<file path="src/rtl/uart_word_initiator.sv">
// UART request/response initiator: shifts a multi-byte request out on tx as
// back-to-back 8N1 frames, then collects a fixed-length reply on rx with an idle timeout.
module uart_word_initiator #(
  parameter int DBITS         = 8,
  parameter int SB_TICK       = 16,
  parameter int BR_LIMIT      = 14,
  parameter int BR_BITS       = $clog2(BR_LIMIT),
  parameter int REQ_BYTES     = 4,
  parameter int RESP_BYTES    = 4,
  parameter int TIMEOUT_TICKS = 65535
) (
  input  logic                          clk_100MHz,
  input  logic                          reset,
  input  logic                          start,
  input  logic [DBITS*REQ_BYTES-1:0]    req_data,
  output logic                          tx,
  input  logic                          rx,
  output logic                          busy,
  output logic                          resp_valid,
  output logic [DBITS*RESP_BYTES-1:0]   resp_data,
  output logic                          timeout
);

  localparam int REQ_W  = DBITS * REQ_BYTES;
  localparam int RESP_W = DBITS * RESP_BYTES;
  localparam int S_MAX  = (SB_TICK > 16) ? SB_TICK : 16;
  localparam int S_W    = $clog2(S_MAX);
  localparam int N_W    = $clog2(DBITS + 1);
  localparam int B_MAX  = (REQ_BYTES > RESP_BYTES) ? REQ_BYTES : RESP_BYTES;
  localparam int BYTE_W = $clog2(B_MAX + 1);
  localparam int TO_W   = $clog2(TIMEOUT_TICKS + 1);

  typedef enum logic [1:0] {IDLE, SEND, WAIT_RESP, DONE} state_t;
  typedef enum logic [1:0] {TX_START, TX_DATA, TX_STOP} tx_phase_t;
  typedef enum logic [1:0] {RX_IDLE, RX_START, RX_DATA, RX_STOP} rx_phase_t;

  state_t              state, state_next;
  tx_phase_t           tx_phase;
  rx_phase_t           rx_phase;
  logic [BR_BITS-1:0]  br_cnt;
  logic                tick;
  logic [S_W-1:0]      tx_s, rx_s;
  logic [N_W-1:0]      tx_n, rx_n;
  logic [BYTE_W-1:0]   tx_idx, rx_cnt;
  logic [DBITS-1:0]    tx_bits, rx_bits;
  logic [REQ_W-1:0]    tx_word;
  logic [RESP_W-1:0]   resp_shreg, resp_shift;
  logic [TO_W-1:0]     to_cnt;
  logic                rx_q, rx_qq, rx_fall;
  logic                tx_frame_end, rx_done, to_expire, enter_wait;

  // Free-running oversampling tick shared by transmitter and receiver.
  always_ff @(posedge clk_100MHz) begin
    if (reset || tick) br_cnt <= '0;
    else               br_cnt <= br_cnt + BR_BITS'(1);
  end
  assign tick = (br_cnt == BR_BITS'(BR_LIMIT - 1));

  assign tx_frame_end = tick && (tx_phase == TX_STOP) && (tx_s == S_W'(SB_TICK - 1));
  assign rx_done      = tick && (rx_phase == RX_STOP) && (rx_s == S_W'(SB_TICK - 1));
  // The wait budget counts only ticks during which no frame is arriving.
  assign to_expire    = tick && (rx_phase == RX_IDLE) && (to_cnt >= TO_W'(TIMEOUT_TICKS - 1));
  assign resp_shift   = (resp_shreg << DBITS) | RESP_W'(rx_bits);
  assign enter_wait   = (state == SEND) && (state_next == WAIT_RESP);

  always_ff @(posedge clk_100MHz) begin
    if (reset) state <= IDLE;
    else       state <= state_next;
  end

  always_comb begin
    state_next = state;
    busy       = (state != IDLE);
    resp_valid = (state == DONE);
    tx         = 1'b1;
    case (state)
      IDLE:      if (start) state_next = SEND;
      SEND: begin
        if (tx_phase == TX_START)     tx = 1'b0;
        else if (tx_phase == TX_DATA) tx = tx_bits[0];
        if (tx_frame_end && (tx_idx == BYTE_W'(REQ_BYTES - 1))) state_next = WAIT_RESP;
      end
      WAIT_RESP: begin
        // A completing last byte takes priority over an expiring wait.
        if (rx_done && (rx_cnt == BYTE_W'(RESP_BYTES - 1))) state_next = DONE;
        else if (to_expire)                                  state_next = IDLE;
      end
      DONE:      state_next = IDLE;
      default:   state_next = IDLE;
    endcase
  end

  // Transmitter: tx_bits holds the frame in flight, tx_word the bytes still queued.
  always_ff @(posedge clk_100MHz) begin
    if (reset) begin
      tx_phase <= TX_START;
      tx_s     <= '0;
      tx_n     <= '0;
      tx_idx   <= '0;
      tx_bits  <= '0;
      tx_word  <= '0;
    end else if (state == IDLE && start) begin
      tx_phase <= TX_START;
      tx_s     <= '0;
      tx_n     <= '0;
      tx_idx   <= '0;
      tx_bits  <= req_data[REQ_W-1 -: DBITS];
      tx_word  <= req_data << DBITS;
    end else if (state == SEND && tick) begin
      case (tx_phase)
        TX_START: begin
          if (tx_s == S_W'(15)) begin
            tx_s     <= '0;
            tx_n     <= '0;
            tx_phase <= TX_DATA;
          end else tx_s <= tx_s + S_W'(1);
        end
        TX_DATA: begin
          if (tx_s == S_W'(15)) begin
            tx_s    <= '0;
            tx_bits <= tx_bits >> 1;
            if (tx_n == N_W'(DBITS - 1)) tx_phase <= TX_STOP;
            else                         tx_n     <= tx_n + N_W'(1);
          end else tx_s <= tx_s + S_W'(1);
        end
        default: begin
          if (tx_s == S_W'(SB_TICK - 1)) begin
            tx_s     <= '0;
            tx_phase <= TX_START;
            tx_idx   <= tx_idx + BYTE_W'(1);
            tx_bits  <= tx_word[REQ_W-1 -: DBITS];
            tx_word  <= tx_word << DBITS;
          end else tx_s <= tx_s + S_W'(1);
        end
      endcase
    end
  end

  // Receiver: the start bit is re-checked near its middle, data then sampled every 16 ticks.
  always_ff @(posedge clk_100MHz) begin
    if (reset) begin
      rx_q     <= 1'b1;
      rx_qq    <= 1'b1;
      rx_phase <= RX_IDLE;
      rx_s     <= '0;
      rx_n     <= '0;
      rx_bits  <= '0;
    end else begin
      rx_q  <= rx;
      rx_qq <= rx_q;
      case (rx_phase)
        RX_IDLE: begin
          if (rx_fall) begin
            rx_s     <= '0;
            rx_phase <= RX_START;
          end
        end
        RX_START: begin
          if (tick) begin
            if (rx_s == S_W'(7)) begin
              rx_s     <= '0;
              rx_n     <= '0;
              rx_phase <= rx_q ? RX_IDLE : RX_DATA;
            end else rx_s <= rx_s + S_W'(1);
          end
        end
        RX_DATA: begin
          if (tick) begin
            if (rx_s == S_W'(15)) begin
              rx_s    <= '0;
              rx_bits <= {rx_q, rx_bits[DBITS-1:1]};
              if (rx_n == N_W'(DBITS - 1)) rx_phase <= RX_STOP;
              else                         rx_n     <= rx_n + N_W'(1);
            end else rx_s <= rx_s + S_W'(1);
          end
        end
        default: begin
          if (tick) begin
            if (rx_s == S_W'(SB_TICK - 1)) begin
              rx_s     <= '0;
              rx_phase <= RX_IDLE;
            end else rx_s <= rx_s + S_W'(1);
          end
        end
      endcase
    end
  end
  assign rx_fall = rx_qq & ~rx_q;

  // Response assembly and wait supervision; bytes outside WAIT_RESP are dropped.
  always_ff @(posedge clk_100MHz) begin
    if (reset) begin
      resp_shreg <= '0;
      resp_data  <= '0;
      rx_cnt     <= '0;
      to_cnt     <= '0;
      timeout    <= 1'b0;
    end else begin
      timeout <= (state == WAIT_RESP) && (state_next == IDLE);
      if (state == IDLE && start) begin
        rx_cnt <= '0;
        to_cnt <= '0;
      end else if (enter_wait) begin
        resp_shreg <= '0;
        rx_cnt     <= '0;
      end else if (state == WAIT_RESP) begin
        if (rx_done) begin
          resp_shreg <= resp_shift;
          rx_cnt     <= rx_cnt + BYTE_W'(1);
          to_cnt     <= '0;
          if (rx_cnt == BYTE_W'(RESP_BYTES - 1)) resp_data <= resp_shift;
        end else if (tick && rx_phase == RX_IDLE && to_cnt < TO_W'(TIMEOUT_TICKS)) begin
          to_cnt <= to_cnt + TO_W'(1);
        end
      end
    end
  end

endmodule

</file>
<file path="config.mk">
export PLATFORM = sky130hd
export DESIGN_NAME = uart_word_initiator
export DESIGN_NICKNAME = d
export VERILOG_FILES = /design/src/rtl/uart_word_initiator.sv
export SDC_FILE = /design/constraint.sdc
export NUM_CORES = 1
export LEC_CHECK = 0
export CAP_MARGIN = 5
export CORE_ASPECT_RATIO = 0.7
export CORE_MARGIN = 3
export CORE_UTILIZATION = 63
export CTS_BUF_LIST = sky130_fd_sc_hd__clkbuf_4 sky130_fd_sc_hd__clkbuf_8 sky130_fd_sc_hd__clkbuf_16
export CTS_CLUSTER_DIAMETER = 60
export DETAILED_ROUTE_END_ITERATION = 16
export DONT_BUFFER_PORTS = 1
export GPL_ROUTABILITY_DRIVEN = 0
export HOLD_SLACK_MARGIN = 0.12
export PLACE_DENSITY = 0.79
export RECOVER_POWER = 50
export SYNTH_ARGS = -nofsm -noshare
export SYNTH_HDL_FRONTEND = slang
export SYNTH_SLANG_ARGS = --single-unit
export TNS_END_PERCENT = 5
</file>
<file path="constraint.sdc">
create_clock -name clk_100MHz -period 2.5 [get_ports clk_100MHz]
set_input_delay 0.5 -clock clk_100MHz [delete_from_list [all_inputs] [get_ports clk_100MHz]]
set_output_delay 0.5 -clock clk_100MHz [all_outputs]
set_load 0.005 [all_outputs]
</file>
# Word-level counts from Yosys, hierarchy flattened
# Cells that the tools add are included.
# word_totals
output_inout_bits,36
inputBits,36
regBits,147
word_cells,163
# op_classes
bitwise,6
muxes,54
reduce_logical,44
n_eq_ne,30
n_addsub,8
n_lt_le_gt_ge,2
# ops
op,n
32-bit two-way mux,4
24-bit two-way mux,3
4-bit two-way mux,14
2-bit two-way mux,17
16-bit two-way mux,2
8-bit two-way mux,4
32-bit by 8-bit bitwise OR with 32-bit output,1
4-bit case mux with 2 select lines,3
3-bit AND reduction,8
"4-bit by 1-bit adder with 4-bit output, second input constant",5
2-bit nonzero test,9
"16-bit by 1-bit adder with 16-bit output, second input constant",1
"16-bit greater-or-equal comparator, second input constant",1
"16-bit less-than comparator, second input constant",1
"2-bit inequality test, second input constant",8
8-bit case mux with 2 select lines,1
1-bit logical AND,13
"2-bit == test, second input constant",6
"4-bit by 3-bit == test with 1-bit output, second input constant",3
"4-bit == test, second input constant",3
"2-bit by 1-bit inequality test with 1-bit output, second input constant",5
5-bit AND reduction,2
2-bit logical NOT,4
2-bit case mux with 4 select lines,1
15 further kinds,25

# Depth between registers and ports, before layout
# logic_depth
depth_word,10
mapped_depth,10
mapped_depth_nobuf,7

# Worst setup path before layout
# Ideal clock, no wire load.
# synth_path
path_type,register to register
start,reg br_cnt[0]
end,reg to_cnt[13]
stages_incl_launch_ff,9
setup_ps,70
setup_slack_ps,587
arrival_time_ps,1843
required_time_ps,2430
path_buffers,2
period_less_slack_ps,1913
path_cell_list,dfxtp_1 -> ha_1 -> nand3_2 -> buf_6 -> nor4_4 -> a21oi_2 -> buf_6 -> or4_1 -> a21oi_1
# synth_via
elab_chain_cells,10
elab_cells_between_ends,20
classes_between,eq/ne (2); mux (5); bitwise (1); reduce/logical (12)
# synth_rtl
element,line,rtl
from (decl),40,logic [BR_BITS-1:0] br_cnt;
from (signal assigned),55,else br_cnt <= br_cnt + BR_BITS'(1);
4-bit == test *,57,assign tick = (br_cnt == BR_BITS'(BR_LIMIT - 1));
"1-bit logical AND, on equally long branches",--,
"1-bit logical AND, on equally long branches","62, 59, 60",
"2-bit two-way mux, or another cell as far along",86,else if (to_expire) state_next = IDLE;
"2-bit two-way mux, on equally long branches","85, 81",
2-bit case mux with 4 select lines,76,case (state)
2-bit == test,64,assign enter_wait = (state == SEND) && (state_next == WAIT_RESP);
1-bit logical AND,64,
1-bit inverter (no source line),--,
3-bit AND reduction (no source line),--,
to (signal assigned),213,to_cnt <= to_cnt + TO_W'(1);
to (decl),48,logic [TO_W-1:0] to_cnt;
# Every way passes the cells marked *; elsewhere a longest branch is shown, timed or not.
# A chain may end at the register's enable or synchronous reset.

# Worst setup path in the final report
# layout_path
start,reg br_cnt[0]
end,reg to_cnt[11]
# The elaborated chain is that of the path after synthesis.

==> load_flow_metrics.sql <==
INSERT INTO impl_metrics (metric_group, metric, value, unit) VALUES
('yosys', 'synth.top_cell.area_share', '47.63', '%'),
('layout', 'antenna-diode-count', '0', ''),
('timing', 'whs', '155.6', 'ps'),
('floorplan', 'die_h', '88.86', 'um'),
('global_routing', 'grt_remaining_overflow', '0', ''),
('place', 'numPortBuffers', '0', ''),
('route', 'routedWlPerCell', '15.99', 'um'),
('yosys', 'ys_top_cells_by_area', 'sky130_fd_sc_hd__dfxtp_1, sky130_fd_sc_hd__nand2_1, sky130_fd_sc_hd__a21oi_1', ''),
('clock_tree', 'cts_setup_buffers', '0', ''),
('critical_path', 'critical_path_peak_fanout', '21', ''),
('critical_path', 'crit_arrival', '2630', 'ps'),
('yosys', 'synth_area', '6178', 'um2'),
('layout', 'multi_input_comb_area', '2995', 'um2'),
('critical_path', 'startpoint_type', 'register', ''),
('timing', 'final.setup_skew', '10.39', 'ps'),
('yosys', 'synth_largest_area_cell', 'sky130_fd_sc_hd__dfxtp_1', ''),
('timing', 'setup_violating_endpoint_count_in_the_final_report', '0', ''),
('yosys', 'yosys_most_used_dff', 'sky130_fd_sc_hd__dfxtp_1', ''),
('route', 'detailroute.wirelength.met3', '1006', 'um'),
('yosys', 'synth_async_sr_flop_share', '0', '%'),
('clock_tree', 'resized_gates_after_cts', '0', ''),
('flow_run', 'cap_viol_max_count', '0', ''),
('yosys', 'netlist_instances', '751', ''),
('layout', 'fraction_of_final_layout_cells_sized_beyond_drive_strength_1', '7.744', '%'),
('timing', 'slew_violations', '0', ''),
('layout', 'final.fill_count', '719', ''),
('layout', 'layout_commonest_cell', 'sky130_fd_sc_hd__nand2_1', ''),
('timing', 'timing.setup.tns', '0', 'ps'),
('critical_path', 'cp-end-kind', 'register', ''),
('layout', 'post_layout_nonfiller_instances', '873', ''),
('layout', 'final_core_utilization', '73.49', '%'),
('floorplan', 'core', '9289', 'um2'),
('timing', 'rsz0062_at_grt', 'false', ''),
('route', 'topRoutingLayerUsed', 'met4', ''),
('route', 'antenna_violating_nets_post_route', '0', ''),
('yosys', 'sequential_fraction_of_the_synthesis_area', '47.63', '%'),
('place', 'place.detailed.hpwl', '9330', 'um'),
('clock_tree', 'cts-root-to-sink-buffers', '2', ''),
('yosys', 'synth_edf_count', '0', ''),
('route', 'vias', '5275', ''),
('worst_hold_path', 'classification_of_the_worst_slack_hold_path', 'in -> reg', ''),
('timing', 'final_hold_viol_count', '0', ''),
('critical_path', 'family_of_cells_with_the_greatest_summed_delay_on_the_critical_path', 'simple AND/OR/NAND/NOR gates', ''),
('timing', 'min_period_over_period', '92.34', '%'),
('timing', 'fin_ws', '191.6', 'ps'),
('global_routing', 'grt_first_pass_wirelength', '23070', 'um'),
('timing', 'tightest_pin_transition', '801.4', 'ps'),
('clock_tree', 'post_cts_hold_buffer_count', '0', ''),
('pwr', 'p_per_area', '758.6', 'nW/um2'),
('critical_path', 'crit_buf_inv', '0', ''),
('layout', 'nNetsFinal', '784', ''),
('clock_tree', 'tritoncts_buffer_count', '17', ''),
('global_routing', 'gr-usage-all-layers', '25.47', '%'),
('critical_path', 'crit_required', '2820', 'ps'),
('run_status', 'result_of_the_run', 'completed', ''),
('clock_tree', 'numClockSinks', '147', ''),
('layout', 'ff_latch_area', '2943', 'um2'),
('clock_tree', 'root_buffer', 'sky130_fd_sc_hd__clkbuf_16', ''),
('route', 'm1WireLength', '6407', 'um'),
('pwr', 'leakage_power_of_the_design', '2.296', 'nW'),
('global_routing', 'antenna_found_initial', '0', ''),
('timing', 'clock.fmax', '433.2', 'MHz'),
('global_routing', 'grt_pass1_vias', '4852', ''),
('critical_path', 'crit_path_cell_trace', 'ha_1 -> nand3_2 -> nor4_4 -> a21oi_2 -> or4_1 -> a21oi_1', ''),
('timing', 'relative_slew_slack', '46.57', '%'),
('critical_path', 'cp_slowest_cell', 'sky130_fd_sc_hd__or4_1', ''),
('clock_tree', 'clk_transition_reported_paths', '60', 'ps'),
('yosys', 'postSynthAreaPerCell', '8.227', 'um2'),
('floorplan', 'design.die.area', '11050', 'um2'),
('route', 'post_drt_via_cell_ratio', '6.042', ''),
('floorplan', 'rows', '29', '');
-- report_power, final --
part | internal (mW) | total (mW) | leakage, nW | switching (mW)
registers | 2.39 | 2.42 | 1.19 | 0.0331
logic | 0.0675 | 0.174 | 0.822 | 0.106
clock network | 1.58 | 2.58 | 0.283 | 1.00
total | 4.04 | 5.18 | 2.30 | 1.14
-- state kept, by name, indices dropped and copies added, names as in the netlist, 8 cells and up --
register / count
resp_data: 32
resp_shreg: 24
rx_bits: 8
to_cnt: 16
tx_bits: 8
tx_word: 24
-- area by class of cell --
class	instances	share of cell area [%]
clock buffers	17	6.232
clock inverters	15	2.658
inverters	8	0.4399
multi-input cells	549	43.88
flip-flops and latches	147	43.11
well taps	124	2.273
repair buffers	13	1.411
-- per-layer routing --
layer  track usage (%)  up-vias
met1             33.61     2478
met5                 0        -
li1                  -     2563
met3             7.238       32
met4             10.25        0
met2             40.15      202
-- synthesized netlist by cell type, drive strengths merged, types with 12 or more instances --
| cell type | count |
|---|---|
| nand2 | 181 |
| dfxtp | 147 |
| a21oi | 100 |
| nor2 | 72 |
| clkbuf | 33 |
| mux2i | 23 |
| nand3 | 23 |
| a311oi | 18 |
| nor3 | 17 |
| o21ai | 15 |
| buf | 14 |
| ha | 12 |
| or3 | 12 |
-- worst register-to-register path: cells and delay by family (launching register included) --
kind                     cells  cell delay [ps]
AO/OA/AOI/OAI                2              450
adder cells (fa/ha/maj)      1              230
flip-flops                   1              400
AND/OR/NAND/NOR              3             1150
-- per-stage QoR --
stage	cell area, um2	total power [mW]
floorplan	6178	2.621
global placement	6233	2.635
detailed placement	6233	2.646
CTS	6840	5.204
global route	6827	5.329
finish	6827	5.178
-- worst paths after layout --
kind | startpoint | to | slack (ps) | cells after the start
max | br_cnt[0]$_SDFF_PP0_ | to_cnt[11]$_SDFFE_PP0P_ | 190 | 6
min | reset | rx_s[1]$_SDFFE_PP0P_ | 160 | 1
max reg2reg | br_cnt[0]$_SDFF_PP0_ | to_cnt[11]$_SDFFE_PP0P_ | 190 | 6
min reg2reg | resp_shreg[17]$_SDFFE_PP0P_ | resp_data[25]$_SDFFE_PP0P_ | 450 | 2
-- cells by family after synthesis --
| kind of cell | count (synthesis) | synth area share, % |
|---|---|---|
| adder cells (fa/ha/maj) | 12 | 2.430 |
| multiplexers | 24 | 3.908 |
| AND/OR/NAND/NOR | 348 | 25.64 |
| flip-flops | 147 | 47.63 |
| AO/OA/AOI/OAI | 153 | 14.70 |
| buffers and inverters | 55 | 3.989 |
| XOR/XNOR | 12 | 1.701 |
(Power assumes the default switching activity.)
